<file path="src/rtl/rf_write_arbiter.sv">
// rf_write_arbiter
//
// Shares the single register-file write port between two writeback
// requesters: req0 carries ALU results and req1 carries load data. The winning
// request is registered once and then drives the register file's WE3/A3/WD3.
// A per-register pending scoreboard tells decode which source registers still
// have a write in flight.
//
// Ports
//   clk                       rising-edge clock for all state
//   reset                     asynchronous, active-low reset
//   req0_*/req1_*             valid/ready write requests (addr, data)
//   rsv_valid, rsv_addr       issue stage reserves a destination register
//   rd_addr1/2, busy1/2       decode source query; busy is combinational
//   rf_we, rf_waddr, rf_wdata registered register-file write port
//   pending                   scoreboard vector, bit i = write to reg i in flight
module rf_write_arbiter #(
  parameter int DATA_WIDTH = 32,
  parameter int ADDR_WIDTH = 5,
  parameter int NUM_REGS   = 32
) (
  input  logic                  clk,
  input  logic                  reset,
  input  logic                  req0_valid,
  output logic                  req0_ready,
  input  logic [ADDR_WIDTH-1:0] req0_addr,
  input  logic [DATA_WIDTH-1:0] req0_data,
  input  logic                  req1_valid,
  output logic                  req1_ready,
  input  logic [ADDR_WIDTH-1:0] req1_addr,
  input  logic [DATA_WIDTH-1:0] req1_data,
  input  logic                  rsv_valid,
  input  logic [ADDR_WIDTH-1:0] rsv_addr,
  input  logic [ADDR_WIDTH-1:0] rd_addr1,
  input  logic [ADDR_WIDTH-1:0] rd_addr2,
  output logic                  busy1,
  output logic                  busy2,
  output logic                  rf_we,
  output logic [ADDR_WIDTH-1:0] rf_waddr,
  output logic [DATA_WIDTH-1:0] rf_wdata,
  output logic [NUM_REGS-1:0]   pending
);

  typedef enum logic {
    GRANT_REQ0 = 1'b0,
    GRANT_REQ1 = 1'b1
  } grant_e;

  grant_e                last_grant_q, last_grant_d;
  logic                  rf_we_q, rf_we_d;
  logic [ADDR_WIDTH-1:0] rf_waddr_q, rf_waddr_d;
  logic [DATA_WIDTH-1:0] rf_wdata_q, rf_wdata_d;
  logic [NUM_REGS-1:0]   pending_q, pending_d;

  // Arbitration looks only at the valids and last_grant_q, never at rf_we,
  // so there is no combinational path from the write port back to ready.
  always_comb begin
    // NOTE: every always_comb output gets a default first so no path leaves
    // it unassigned, which would infer a latch.
    req0_ready = 1'b0;
    req1_ready = 1'b0;
    if (req0_valid && req1_valid) begin
      // Round robin on a tie: the requester that did not win last time.
      if (last_grant_q == GRANT_REQ1) req0_ready = 1'b1;
      else                            req1_ready = 1'b1;
    end else begin
      req0_ready = req0_valid;
      req1_ready = req1_valid;
    end
  end

  // Write-port output stage. Address and data hold when idle; only the
  // enable drops. Writes to register 0 complete the handshake but never
  // raise the enable.
  always_comb begin
    last_grant_d = last_grant_q;
    rf_we_d      = 1'b0;
    rf_waddr_d   = rf_waddr_q;
    rf_wdata_d   = rf_wdata_q;
    if (req0_ready) begin
      last_grant_d = GRANT_REQ0;
      rf_we_d      = (req0_addr != '0);
      rf_waddr_d   = req0_addr;
      rf_wdata_d   = req0_data;
    end else if (req1_ready) begin
      last_grant_d = GRANT_REQ1;
      rf_we_d      = (req1_addr != '0);
      rf_waddr_d   = req1_addr;
      rf_wdata_d   = req1_data;
    end
  end

  // Scoreboard: a reservation beats a completing write to the same register,
  // so a newly issued writer is never lost to an older one retiring.
  always_comb begin
    pending_d = pending_q;
    for (int i = 1; i < NUM_REGS; i++) begin
      if (rsv_valid && (rsv_addr == ADDR_WIDTH'(i))) begin
        pending_d[i] = 1'b1;
      end else if (rf_we_q && (rf_waddr_q == ADDR_WIDTH'(i))) begin
        pending_d[i] = 1'b0;
      end
    end
    pending_d[0] = 1'b0;
  end

  always_ff @(posedge clk or negedge reset) begin
    if (!reset) begin
      // NOTE: the scoreboard is a plain flop vector, not a RAM, so it is
      // reset along with everything else; a dropped in-flight write must not
      // leave a stale pending bit behind.
      last_grant_q <= GRANT_REQ1;
      rf_we_q      <= 1'b0;
      rf_waddr_q   <= '0;
      rf_wdata_q   <= '0;
      pending_q    <= '0;
    end else begin
      // NOTE: non-blocking assignments here so every flop samples the
      // pre-edge values regardless of statement order.
      last_grant_q <= last_grant_d;
      rf_we_q      <= rf_we_d;
      rf_waddr_q   <= rf_waddr_d;
      rf_wdata_q   <= rf_wdata_d;
      pending_q    <= pending_d;
    end
  end

  assign rf_we    = rf_we_q;
  assign rf_waddr = rf_waddr_q;
  assign rf_wdata = rf_wdata_q;
  assign pending  = pending_q;
  assign busy1    = pending_q[rd_addr1];
  assign busy2    = pending_q[rd_addr2];

endmodule

</file>
<file path="config.mk">
export PLATFORM = sky130hd
export DESIGN_NAME = rf_write_arbiter
export DESIGN_NICKNAME = d
export VERILOG_FILES = /design/src/rtl/rf_write_arbiter.sv
export SDC_FILE = /design/constraint.sdc
export NUM_CORES = 1
export LEC_CHECK = 0
export ABC_AREA = 1
export BUFFER_PORTS_ARGS = -buffer_cell sky130_fd_sc_hd__buf_2
export CORE_MARGIN = 2
export CORE_UTILIZATION = 40
export CTS_CLUSTER_DIAMETER = 80
export DETAILED_ROUTE_END_ITERATION = 10
export PLACE_DENSITY = 0.69
export SLEW_MARGIN = 20
export SYNTH_ARGS = -nofsm -noshare
export SYNTH_HDL_FRONTEND = slang
export SYNTH_SLANG_ARGS = --single-unit
</file>
<file path="constraint.sdc">
create_clock -name clk -period 1.4 [get_ports clk]
set_input_delay 0.07 -clock clk [delete_from_list [all_inputs] [get_ports clk]]
set_output_delay 0.07 -clock clk [all_outputs]
set_load 0.05 [all_outputs]
</file>
[After elaboration in Yosys (flattened, before gate mapping)]
Index checks and enable logic that the tools add are counted.
Word-level totals
  word-level logic and storage cells: 274
  input bits: 94
  register bits after elaboration: 70
  output and inout port bits: 74
Operators by class
  muxes and demuxes: 78
  equal/unequal tests: 62
  $lt $le $gt $ge: 2
  reduce and logical (&&, ||, !) cells: 97
Operators with widths (number)
  == test 5 bit, second input constant: 32
  == test 5 x 4 -> 1 bit, second input constant: 16
  2-to-1 mux 1 bit: 72
  2-to-1 mux 32 bit: 2
  nonzero test 2 bit: 32
  logical AND 1 bit: 63
  == test 5 x 3 -> 1 bit, second input constant: 8
  == test 5 x 2 -> 1 bit, second input constant: 4
  < comparator 5 x 6 -> 1 bit, second input constant: 2
  binary-select mux 1 bit (select 5 bit): 2
  == test 5 x 1 -> 1 bit, second input constant: 2
  2-to-1 mux 5 bit: 2
  nonzero test 5 bit: 2

[Longest topological paths before layout]
Gate-level depths: netlist of the first run.
  depth in word-level cells: 4
  gate-level depth with buffers: 11
  depth with buffers taken out: 9

[Worst setup path after synthesis of the first run]
Ideal clock, no wire load.
  path type: register -> output
  from: register pending_q[6] (netlist: pending[6])
  to: output port busy1
  buffers on the path: 0
  arrival: 1.429 ns
  cell stages (with the launch flop): 9
  data required time: 1.330 ns
  path slack: -0.099 ns
  cells stage by stage: dfrtp_1 > inv_1 > nand2_1 > nand3_1 > nand3_1 > nand3_1 > nand2_1 > nand2_1 > nand2_1
Between the ends
  cells in the longest elaborated chain, start to end: 2
RTL lines
  from (decl): line 53  | logic [NUM_REGS-1:0] pending_q, pending_d;
  from (signal assigned): line 124  | pending_q <= pending_d;
  binary-select mux 1 bit (select 5 bit): line 132  | assign busy1 = pending_q[rd_addr1];
  2-to-1 mux 1 bit (not written as such): line 132
  to (decl): line 36  | output logic busy1,
No other way between the ends. The select of a mux whose other input is x is not followed.

[Worst setup path after layout of the first run]
  from: register pending_q[23] (netlist: pending[23])
  to: output port busy1
Same word-level chain as after synthesis.

==> metrics.md, run 1 <==
| Metric | Value |
|---|---|
| DRC violations left | 0 |
| Worst-path cell chain | nand2_2, nand3_1, nand3_1, nand2_1, nand2_1, nand2_1, nand2_1, nand2_1, buf_6 |
| Ant. Diodes | 0 |
| Largest net degree at the start of global routing | just over 70 |
| Clock Latency Late Sink | roughly 0.33 ns |
| DRT iter0 DRCs | 200 |
| Synth cell types | 23 |
| Post-Synthesis Cells | between 500 and 600 |
| Hold Slack | between 0.004 and 0.005 ns |
| Clock sinks | 70 |
| CTS tree | done |
| Static Leak | around 2.8 nW |
| Crit Path Max Fanout | 4 |
| Most frequent cells after synthesis | nand2_1 (206), nor2_1 (91), dfrtp_1 (69), nand3_1 (50), o21ai_0 (36) |
| Global Route Usage Sum | about a quarter |
| Crit-path max cell delay | approximately 0.45 ns |
| Yosys top cell area share | 43.8% |
| DR vias | around 4400 |
| Buf/Inv on CP | 1 |
| RSZ-0062 raised after global routing | true |
| Data required, critical path | roughly 1.3 ns |
| Worst min-delay path class | input port to flip-flop |
| Max transition margin | roughly 63% |
| MaxCap Viol Count | 0 |
| Ratio of total power to cell area | 1700 nW/um2 |
| Overflow after GRT | 0 |
| Finished Cell Area | around 5500 um2 |
| Die W | a little over 100 um |
| Minimum clock period | between 1.5 and 2 ns |
| CP Class | flip-flop to output pin |
| Layout Nets | around 850 |
| Synth area leader | dfrtp_1 |
| Worst-Margin Slew | 0.560 ns |
| Dpl ws | between 0.09 and 0.1 ns |
| Port buffer count | roughly 170 |
| Final Core Density | 57.2% |
| Die Height | 103 um |
| Slowest CP cell | dfrtp_2 |
| Clock buffer depth | 2 |
| Synth top area cells | dfrtp_1 (44%), nand2_1 (20%), nor2_1 (8.7%) |
| Synth Register Bits | 70 |
| Critical path arrival | about 1.4 ns |
| Row count | 36 |
| Synth Flop Type | dfrtp_1 |
| Setup WS post-layout | -0.115 ns |
| First-pass GRT wire length | around 20000 um |
| Critical path startpoint category | flip-flop |
| Clock slew at reported path FFs | 0.07 ns |
| Clock skew | approximately 0.006 ns |
| Antenna violations before repair | 0 |
| Core area | about 9700 um2 |
| Sequential area share after synthesis | 44.5% |
| Vias in the first global route | between 4000 and 5000 |
| Detailed Place HPWL | 9200 um |
| Initial Util | about 40% |
| Vias/cell | a little under 5 |
| Share of cells above drive strength 1 | between 30% and 40% |
| Placed Area | around 5000 um2 |
| Crit share post-route | 108% |
| Die area | 10700 um2 |
| Failing checks | setup timing |
| Io pins | between 150 and 200 |
| Post-synth EDFFs | 0 |
| # fillers | slightly above 900 |
| CP most frequent cell | nand2_1 |
| Area grow syn2layout | 40.5% |
| H-tree depth | 3 |
| Post-synthesis async set-or-reset flop share | between 90% and 100% |
| Clk root buf | clkbuf_8 |
| Top-count cell post-synth | nand2_1 |
| Synth Warn # | 0 |
| Fmax | about 660 MHz |
| Final WL | 12500 um |
| Placer Congestion | 0.892 |
| TritonCTS buffer count | 9 |
| Mapped Area | 3940 um2 |
| Final setup vio count | 3 |
| DRT antenna net count | 0 |
| Drt pass-1 iters | 5 |
| Hold Vio Cnt, Final | 0 |
| Routed len/inst | approximately 14 um |
| Max VDD drop | 0.000856 V |
| Outcome | finished with violations |
| Slew Viols, Final | 0 |
| CP Capture Type | output pin |
| Average size of a mapped cell | roughly 7 um2 |
| CP top delay family | simple AND/OR/NAND/NOR gates |
| Mapped Nets | about 660 |
[logic make-up (layout without fill, tap and decap cells)]
family,Yosys count,in the layout,synth area share [%]
and+or+nand+nor,351,351,35.3
buffers and inverters,63,255,7.30
other,1,1,0.0952
DFF,70,70,44.5
AOI/OAI and AO/OA,79,79,12.8
[tightest hold or removal path: stages]
cell	delay [ns]
buf_2	0.10
nand2_1	0.06
a22oi_1	0.06
[through the flow]
step / instances / setup TNS (ns) / total power [mW]
global placement: 848 / 0 / 7.48
finish: 889 / -0.229 / 9.41
CTS: 884 / -0.290 / 9.35
global route: 889 / -0.643 / 10.0
detailed placement: 848 / 0 / 7.54
floorplan: 564 / 0 / 6.25
[path summary, 6_finish.rpt]
kind                              startpoint            to  slack (ns)  cells past startpoint
worst max-delay path             pending[23]         busy1       -0.11                      9
worst min-delay path            req1_addr[0]   rf_waddr[0]       0.005                      3
worst max register to register  last_grant_q   rf_wdata[0]        0.04                      6
worst min register to register  rf_wdata[30]  rf_wdata[30]        0.48                      2
max in group asynchronous              reset  last_grant_q        0.79                      3
min in group asynchronous              reset  rf_wdata[26]        0.25                      3
[repair_timing]
action,CTS,global route
gates resized for setup,15,20
cloned,1,1
endpoints found under the setup margin,4,18
setup buffers,10,4
pin swaps,14,14
hold buffers,9,0
endpoints found under the hold margin,75,0
[cells in the final DEF, fill, tap and decap left out, types with 2 or more instances in the layout]
| cell type | netlist | layout |
|---|---|---|
| buf_12 | 0 | 8 |
| buf_2 | 11 | 162 |
| buf_4 | 6 | 19 |
| buf_6 | 2 | 3 |
| clkbuf_1 | 7 | 2 |
| clkbuf_8 | 0 | 9 |
| clkinv_2 | 0 | 4 |
| dfrtp_1 | 69 | 38 |
| dfrtp_2 | 0 | 31 |
| dlygate4sd3_1 | 0 | 9 |
| inv_1 | 34 | 29 |
| inv_2 | 2 | 6 |
| nand2_1 | 206 | 196 |
| nand2_2 | 0 | 10 |
| nand3_1 | 50 | 43 |
| nand3_2 | 0 | 7 |
| nor2_1 | 91 | 89 |
| o21ai_0 | 36 | 36 |
| o21ai_1 | 7 | 7 |
| o31ai_1 | 31 | 31 |
| o31ai_2 | 2 | 2 |
| or2_2 | 2 | 2 |
[power by group]
group / leakage, nW / internal [mW] / switching (mW)
Clock: 0.0968 / 0.813 / 0.728
Combinational: 1.90 / 1.28 / 3.33
Sequential: 0.773 / 2.66 / 0.595
Total: 2.77 / 4.76 / 4.66
[metal layers]
| layer | up-vias | part of all wire (%) | GRT usage [%] |
|---|---|---|---|
| met4 | 0 | 2.1 | 8.91 |
| li1 | 2187 | - | - |
| met5 | - | 0 | 0 |
| met1 | 2032 | 41 | 29.5 |
| met3 | 20 | 7.4 | 4.57 |
| met2 | 163 | 50 | 42.2 |
[cell type report]
class,instances,area (um2),share of cell area (%)
tap,133,166,3.01
clock buffer,11,131,2.37
inverter,36,138,2.49
timing repair buffer,203,1290,23.3
clock inverter,5,50.0,0.904
multi-input combinational,431,1970,35.6
sequential,70,1790,32.4
[registers in the layout (all words and copies together) (netlist names)]
name          flops
rf_waddr          5
rf_we             1
last_grant_q      1
pending          31
rf_wdata         32
Power figures use the tool's default switching activity.
==> run 2, diff against run 1 <==
Settings changed: CELL_PAD_IN_SITES_DETAIL_PLACEMENT from default to 0, CELL_PAD_IN_SITES_GLOBAL_PLACEMENT from default to 2, CORE_UTILIZATION 40 to 25, PLACE_DENSITY 0.69 to default, PLACE_DENSITY_LB_ADDON from default to 0.1.
==> metrics.md, run 2 (synthesis results as in run 1) <==
| Metric | Value |
|---|---|
| Commonest non-fill, non-tap cells in the layout | nand2_1 (199), buf_2 (162), nor2_1 (90) |
| Hold Vio Cnt, Final | 0 (unchanged) |
| First-pass GRT wire length | 23300 um (+17%) |
| CP Capture Type | output pin |
| Commonest non-fill, non-tap cell in the layout | nand2_1 |
| Routed len/inst | 15.2 um (+8.0%) |
| TritonCTS buffer count | 9 (unchanged) |
| Overall power | 9.99 mW (+6.1%) |
| Internal power | 5.14 mW (+8.0%) |
| Clock buffer depth | 2 (unchanged) |
| CP Class | flip-flop to output pin |
| Data required, critical path | 1.33 ns (about the same) |
| Setup WS post-layout | -0.129 ns (-0.0148 ns) |
| R2r startpoint | last_grant_q |
| MaxCap Viol Count | 0 (unchanged) |
| CTS tree | done |
| Placed Area | 5140 um2 (+2.9%) |
| Reg2reg end | rf_wdata[23] |
| DRT iter0 DRCs | 171 (-14%) |
| Area grow syn2layout | 43.0% |
| Port buffer count | 166 (unchanged) |
| Row count | 45 (+25%) |
| Worst min-delay path class | input port to flip-flop |
| Clock Latency Late Sink | 0.33 ns (about the same) |
| Ant. Diodes | 0 (unchanged) |
| Reg2reg path depth | 5 (-1) |
| Crit Path Max Fanout | 4 (unchanged) |
| Clock sinks | 70 (unchanged) |
| Clk root buf | clkbuf_16 |
| Final setup vio count | 2 (-1) |
| Logic pwr share | 46.0% (-3.0 points) |
| DRC violations left | 0 (unchanged) |
| Hold Slack | 0.0150 ns (+0.0105 ns) |
| Power share of the clock group | 21.0% (+4.6 points) |
| Seq pwr share | 33.1% (-1.5 points) |
| DRT antenna net count | 0 (unchanged) |
| Die area | 16800 um2 (+57%) |
| Share of cells above drive strength 1 | 34.8% (-1.0 points) |
| Core area | 15300 um2 (+58%) |
| Failing checks | setup timing |
| Dpl ws | 0.0815 ns (-0.0151 ns) |
| Clock skew | 0.00281 ns (-0.00328 ns) |
| Finished Cell Area | 5630 um2 (+1.7%) |
| Initial Util | 25.7% (-15 points) |
| Minimum clock period | 1.53 ns (+0.0148 ns) |
| Layout Nets | 844 (-0.12%) |
| RSZ-0062 raised after global routing | true |
| Outcome | finished with violations |
| Detailed Place HPWL | 11100 um (+21%) |
| Critical path startpoint category | flip-flop |
| CP endpoint | busy2 |
| Sw power | 4.85 mW (+4.1%) |
| Die W | 130 um (+25%) |
| Vias/cell | 4.48 (-9.6%) |
| Worst-Margin Slew | 0.569 ns (+0.00804 ns) |
| Clock slew at reported path FFs | 0.06 ns (about the same) |
| Drt pass-1 iters | 4 (-1) |
| Placer Congestion | 0.854 (-4.3%) |
| Final WL | 14700 um (+17%) |
| Max FFs per register | 32 (unchanged) |
| Largest net degree at the start of global routing | 71 (unchanged) |
| Io pins | 168 (unchanged) |
| Vias in the first global route | 4406 (+5.0%) |
| Static Leak | 2.78 nW (+0.19%) |
| Crit share post-route | 109% (+1.1 points) |
| R2r setup slk | 0.12 ns (+0.08 ns) |
| Max transition margin | 62.1% (-0.49 points) |
| Slew Viols, Final | 0 (unchanged) |
| Max VDD drop | 0.000617 V (-28%) |
| Critical path arrival | 1.46 ns (+0.02 ns) |
| Antenna violations before repair | 0 (unchanged) |
| Die Height | 130 um (+25%) |
| Final TNS setup | -0.239 ns (-0.00966 ns) |
| Global Route Usage Sum | 18.0% (-6.0 points) |
| Fmax | 654 MHz (-0.97%) |
| Switch share | 48.6% (-0.93 points) |
| Overflow after GRT | 0 (unchanged) |
| H-tree depth | 3 (unchanged) |
| Min-delay src | req1_addr[3] |
| DR vias | 4326 (-1.7%) |
| Ratio of total power to cell area | 1770 nW/um2 (+4.3%) |
| Critical Path Start | pending[20] |
-- run 2: worst min-delay path by stage --
stage,to,depth (start not counted)
after detailed placement,rf_wdata[5],2
after global routing,rf_waddr[2],3
after CTS,rf_waddr[2],3
final,rf_waddr[3],3
after global placement,rf_wdata[5],2
after floorplan,pending[10],0
-- run 2: stage by stage --
step                      utilization (%)  cells
after global routing                 36.8    966
final                                36.8    966
after floorplan                         -    564
after CTS                            36.4    964
after detailed placement             33.6    934
after global placement               33.6    934
-- run 2: routing by layer --
metal,global-route usage (%),share of wire (%)
met5,0,0
met4,7.02,1.8
met3,4.67,6.9
met2,30.7,48
met1,21.9,43
-- run 2: repair_timing --
| action | in CTS | in global routing |
|---|---|---|
| hold buffers | 7 | 0 |
| setup endpoints to repair | 4 | 27 |
| buffers inserted | 7 | 2 |
| pin swaps | 8 | 10 |
| gates resized for setup | 17 | 14 |
| endpoints found under the hold margin | 73 | 0 |
-- run 2: power by group through the flow --
stage,combinational (mW),sequential [mW],clock (mW)
2_1_floorplan,1.17,5.09,0
6_report,4.59,3.30,2.10
3_3_place_gp,4.36,3.37,0
5_1_grt,4.97,3.40,2.24
4_1_cts,4.61,3.31,2.17
3_5_place_dp,4.37,3.37,0
-- run 2: cell type report --
class                   count  area, um2
repair buffers            202       1220
clock inverters             1       5.00
multi-input cells         431       1950
fillers                  1700       9680
clock buffers              15        258
inverters                  36        138
flip-flops and latches     70       1790
well taps                 211        264
-- run 2: critical path: stages (launching register included) --
cell and delay (ns):
dfrtp_2 0.44, nand2_1 0.08, nand3_1 0.06, nand3_1 0.08, nand2_1 0.06, nand2_1 0.05, nand2_1 0.05, nand2_1 0.07
nand2_2 0.07, buf_8 0.15
==> run 3, diff against run 2 <==
Settings changed: HOLD_SLACK_MARGIN from default to 0.1.
==> metrics.md, run 3 (synthesis results as in run 1) <==
| Metric | Value |
|---|---|
| Area grow syn2layout | 60.9% |
| DRC violations left | 0 (unchanged) |
| Clock skew | 0.00345 ns (+0.000645 ns) |
| Commonest non-fill, non-tap cells in the layout | nand2_1 (199), buf_2 (162), nor2_1 (90) |
| Overall power | 10.1 mW (+1.6%) |
| Initial Util | 25.7% (unchanged) |
| Core area | 15300 um2 (unchanged) |
| Port buffer count | 166 (unchanged) |
| Clock sinks | 70 (unchanged) |
| Worst-Margin Slew | 0.590 ns (+0.0218 ns) |
| Hold Vio Cnt, Final | 0 (unchanged) |
| Final WL | 15400 um (+4.9%) |
| Worst min-delay path class | input port to flip-flop |
| First-pass GRT wire length | 24600 um (+5.7%) |
| Critical path arrival | 1.46 ns (about the same) |
| Ant. Diodes | 0 (unchanged) |
| Vias in the first global route | 4798 (+8.9%) |
| Finished Cell Area | 6340 um2 (+13%) |
| Max FFs per register | 32 (unchanged) |
| Data required, critical path | 1.33 ns (about the same) |
| RSZ-0062 raised after global routing | true |
| CP Capture Type | output pin |
| Die Height | 130 um (unchanged) |
| H-tree depth | 3 (unchanged) |
| Minimum clock period | 1.53 ns (-0.00338 ns) |
| Drt pass-1 iters | 5 (+1) |
| Setup WS post-layout | -0.126 ns (+0.00338 ns) |
| DRT antenna net count | 0 (unchanged) |
| Die area | 16800 um2 (unchanged) |
| Placed Area | 5140 um2 (unchanged) |
| Outcome | finished with violations |
| MaxCap Viol Count | 0 (unchanged) |
| Placer Congestion | 0.854 (unchanged) |
| CTS tree | done |
| Clock buffer depth | 2 (unchanged) |
| Global Route Usage Sum | 18.9% (+0.90 points) |
| Dpl ws | 0.0815 ns (unchanged) |
| Io pins | 168 (unchanged) |
| Final TNS setup | -0.242 ns (-0.00326 ns) |
| Static Leak | 3.07 nW (+11%) |
| Clk root buf | clkbuf_16 |
| Layout Nets | 915 (+8.4%) |
| Ratio of total power to cell area | 1600 nW/um2 (-9.7%) |
| Max VDD drop | 0.000619 V (+0.35%) |
| CP Class | flip-flop to output pin |
| Final setup vio count | 2 (unchanged) |
| Failing checks | setup timing |
| Commonest non-fill, non-tap cell in the layout | nand2_1 |
| Largest net degree at the start of global routing | 71 (unchanged) |
| DRT iter0 DRCs | 202 (+18%) |
| Share of cells above drive strength 1 | 31.7% (-3.1 points) |
| Detailed Place HPWL | 11100 um (unchanged) |
| Antenna violations before repair | 0 (unchanged) |
| Hold Slack | 0.149 ns (+0.134 ns) |
| Clock slew at reported path FFs | 0.06 ns (about the same) |
| Overflow after GRT | 0 (unchanged) |
| Die W | 130 um (unchanged) |
| TritonCTS buffer count | 9 (unchanged) |
| Slew Viols, Final | 0 (unchanged) |
| Fmax | 655 MHz (+0.22%) |
| Critical path startpoint category | flip-flop |
| Routed len/inst | 14.9 um (-2.3%) |
| Crit Path Max Fanout | 4 (unchanged) |
| Max transition margin | 60.6% (-1.5 points) |
| Row count | 45 (unchanged) |
| DR vias | 4658 (+7.7%) |
| Crit share post-route | 109% (-0.24 points) |
| Vias/cell | 4.49 (+0.30%) |
| Clock Latency Late Sink | 0.33 ns (about the same) |
## run 3: cell types whose count changed in the layout (fill, tap and decap cells not counted)
cell and delta:
o31ai_2 -1, dlygate4sd3_1 +71, o31ai_1 +1
## run 3: repair_timing
item	4_1_cts	5_1_grt
endpoints found under the hold margin	110	0
setup endpoints to repair	4	28
resized for setup	17	13
buffers inserted	7	2
hold buffers	78	0
pin swaps	8	11
## run 3: path summary, 6_finish.rpt
kind                              start      endpoint  slack (ns)  cells after the start
max                         pending[24]         busy2       -0.13                      9
min                         rsv_addr[0]   pending[16]        0.15                      4
max reg2reg                last_grant_q  rf_wdata[23]        0.12                      5
min reg2reg                rf_wdata[26]  rf_wdata[26]        0.48                      2
max in group asynchronous         reset    pending[6]        0.76                      3
min in group asynchronous         reset  rf_wdata[31]        0.28                      3
## run 3: through the flow
| stage | std cells | util (%) |
|---|---|---|
| global placement | 934 | 33.6 |
| global route | 1037 | 41.4 |
| finish | 1037 | 41.4 |
| floorplan | 564 | - |
| detailed placement | 934 | 33.6 |
| CTS | 1035 | 41.0 |
## run 3: metal layers
metal / part of all wire (%) / global-route usage, % / up-vias
met4: 2.7 / 7.78 / 0
met3: 5.6 / 3.76 / 32
met2: 50 / 33.5 / 158
met5: 0 / 0 / -
li1: - / - / 2322
met1: 42 / 22.5 / 2146
## run 3: area by class of cell
| type | instances | area (um2) |
|---|---|---|
| fill | 1617 | 8980 |
| multi-input combinational | 431 | 1950 |
| timing repair buffer | 273 | 1930 |
| sequential | 70 | 1790 |
| tap | 211 | 264 |
| clock buffer | 15 | 258 |
| inverter | 36 | 138 |
| clock inverter | 1 | 5.00 |
## run 3: worst max-delay path, stage by stage (launching register included)
cell     delay [ns]
dfrtp_2        0.44
nand2_2        0.07
nand3_2        0.07
nand3_2        0.09
nand2_2        0.05
nand2_1        0.06
nand2_1        0.05
nand2_1        0.07
nand2_2        0.07
buf_8          0.15
## run 3: power breakdown
group | leakage [nW] | internal [mW] | switching (mW) | total [mW]
clock network | 0.128 | 1.25 | 0.851 | 2.10
logic | 2.17 | 1.35 | 3.40 | 4.75
registers | 0.773 | 2.67 | 0.629 | 3.30
total | 3.07 | 5.27 | 4.88 | 10.1
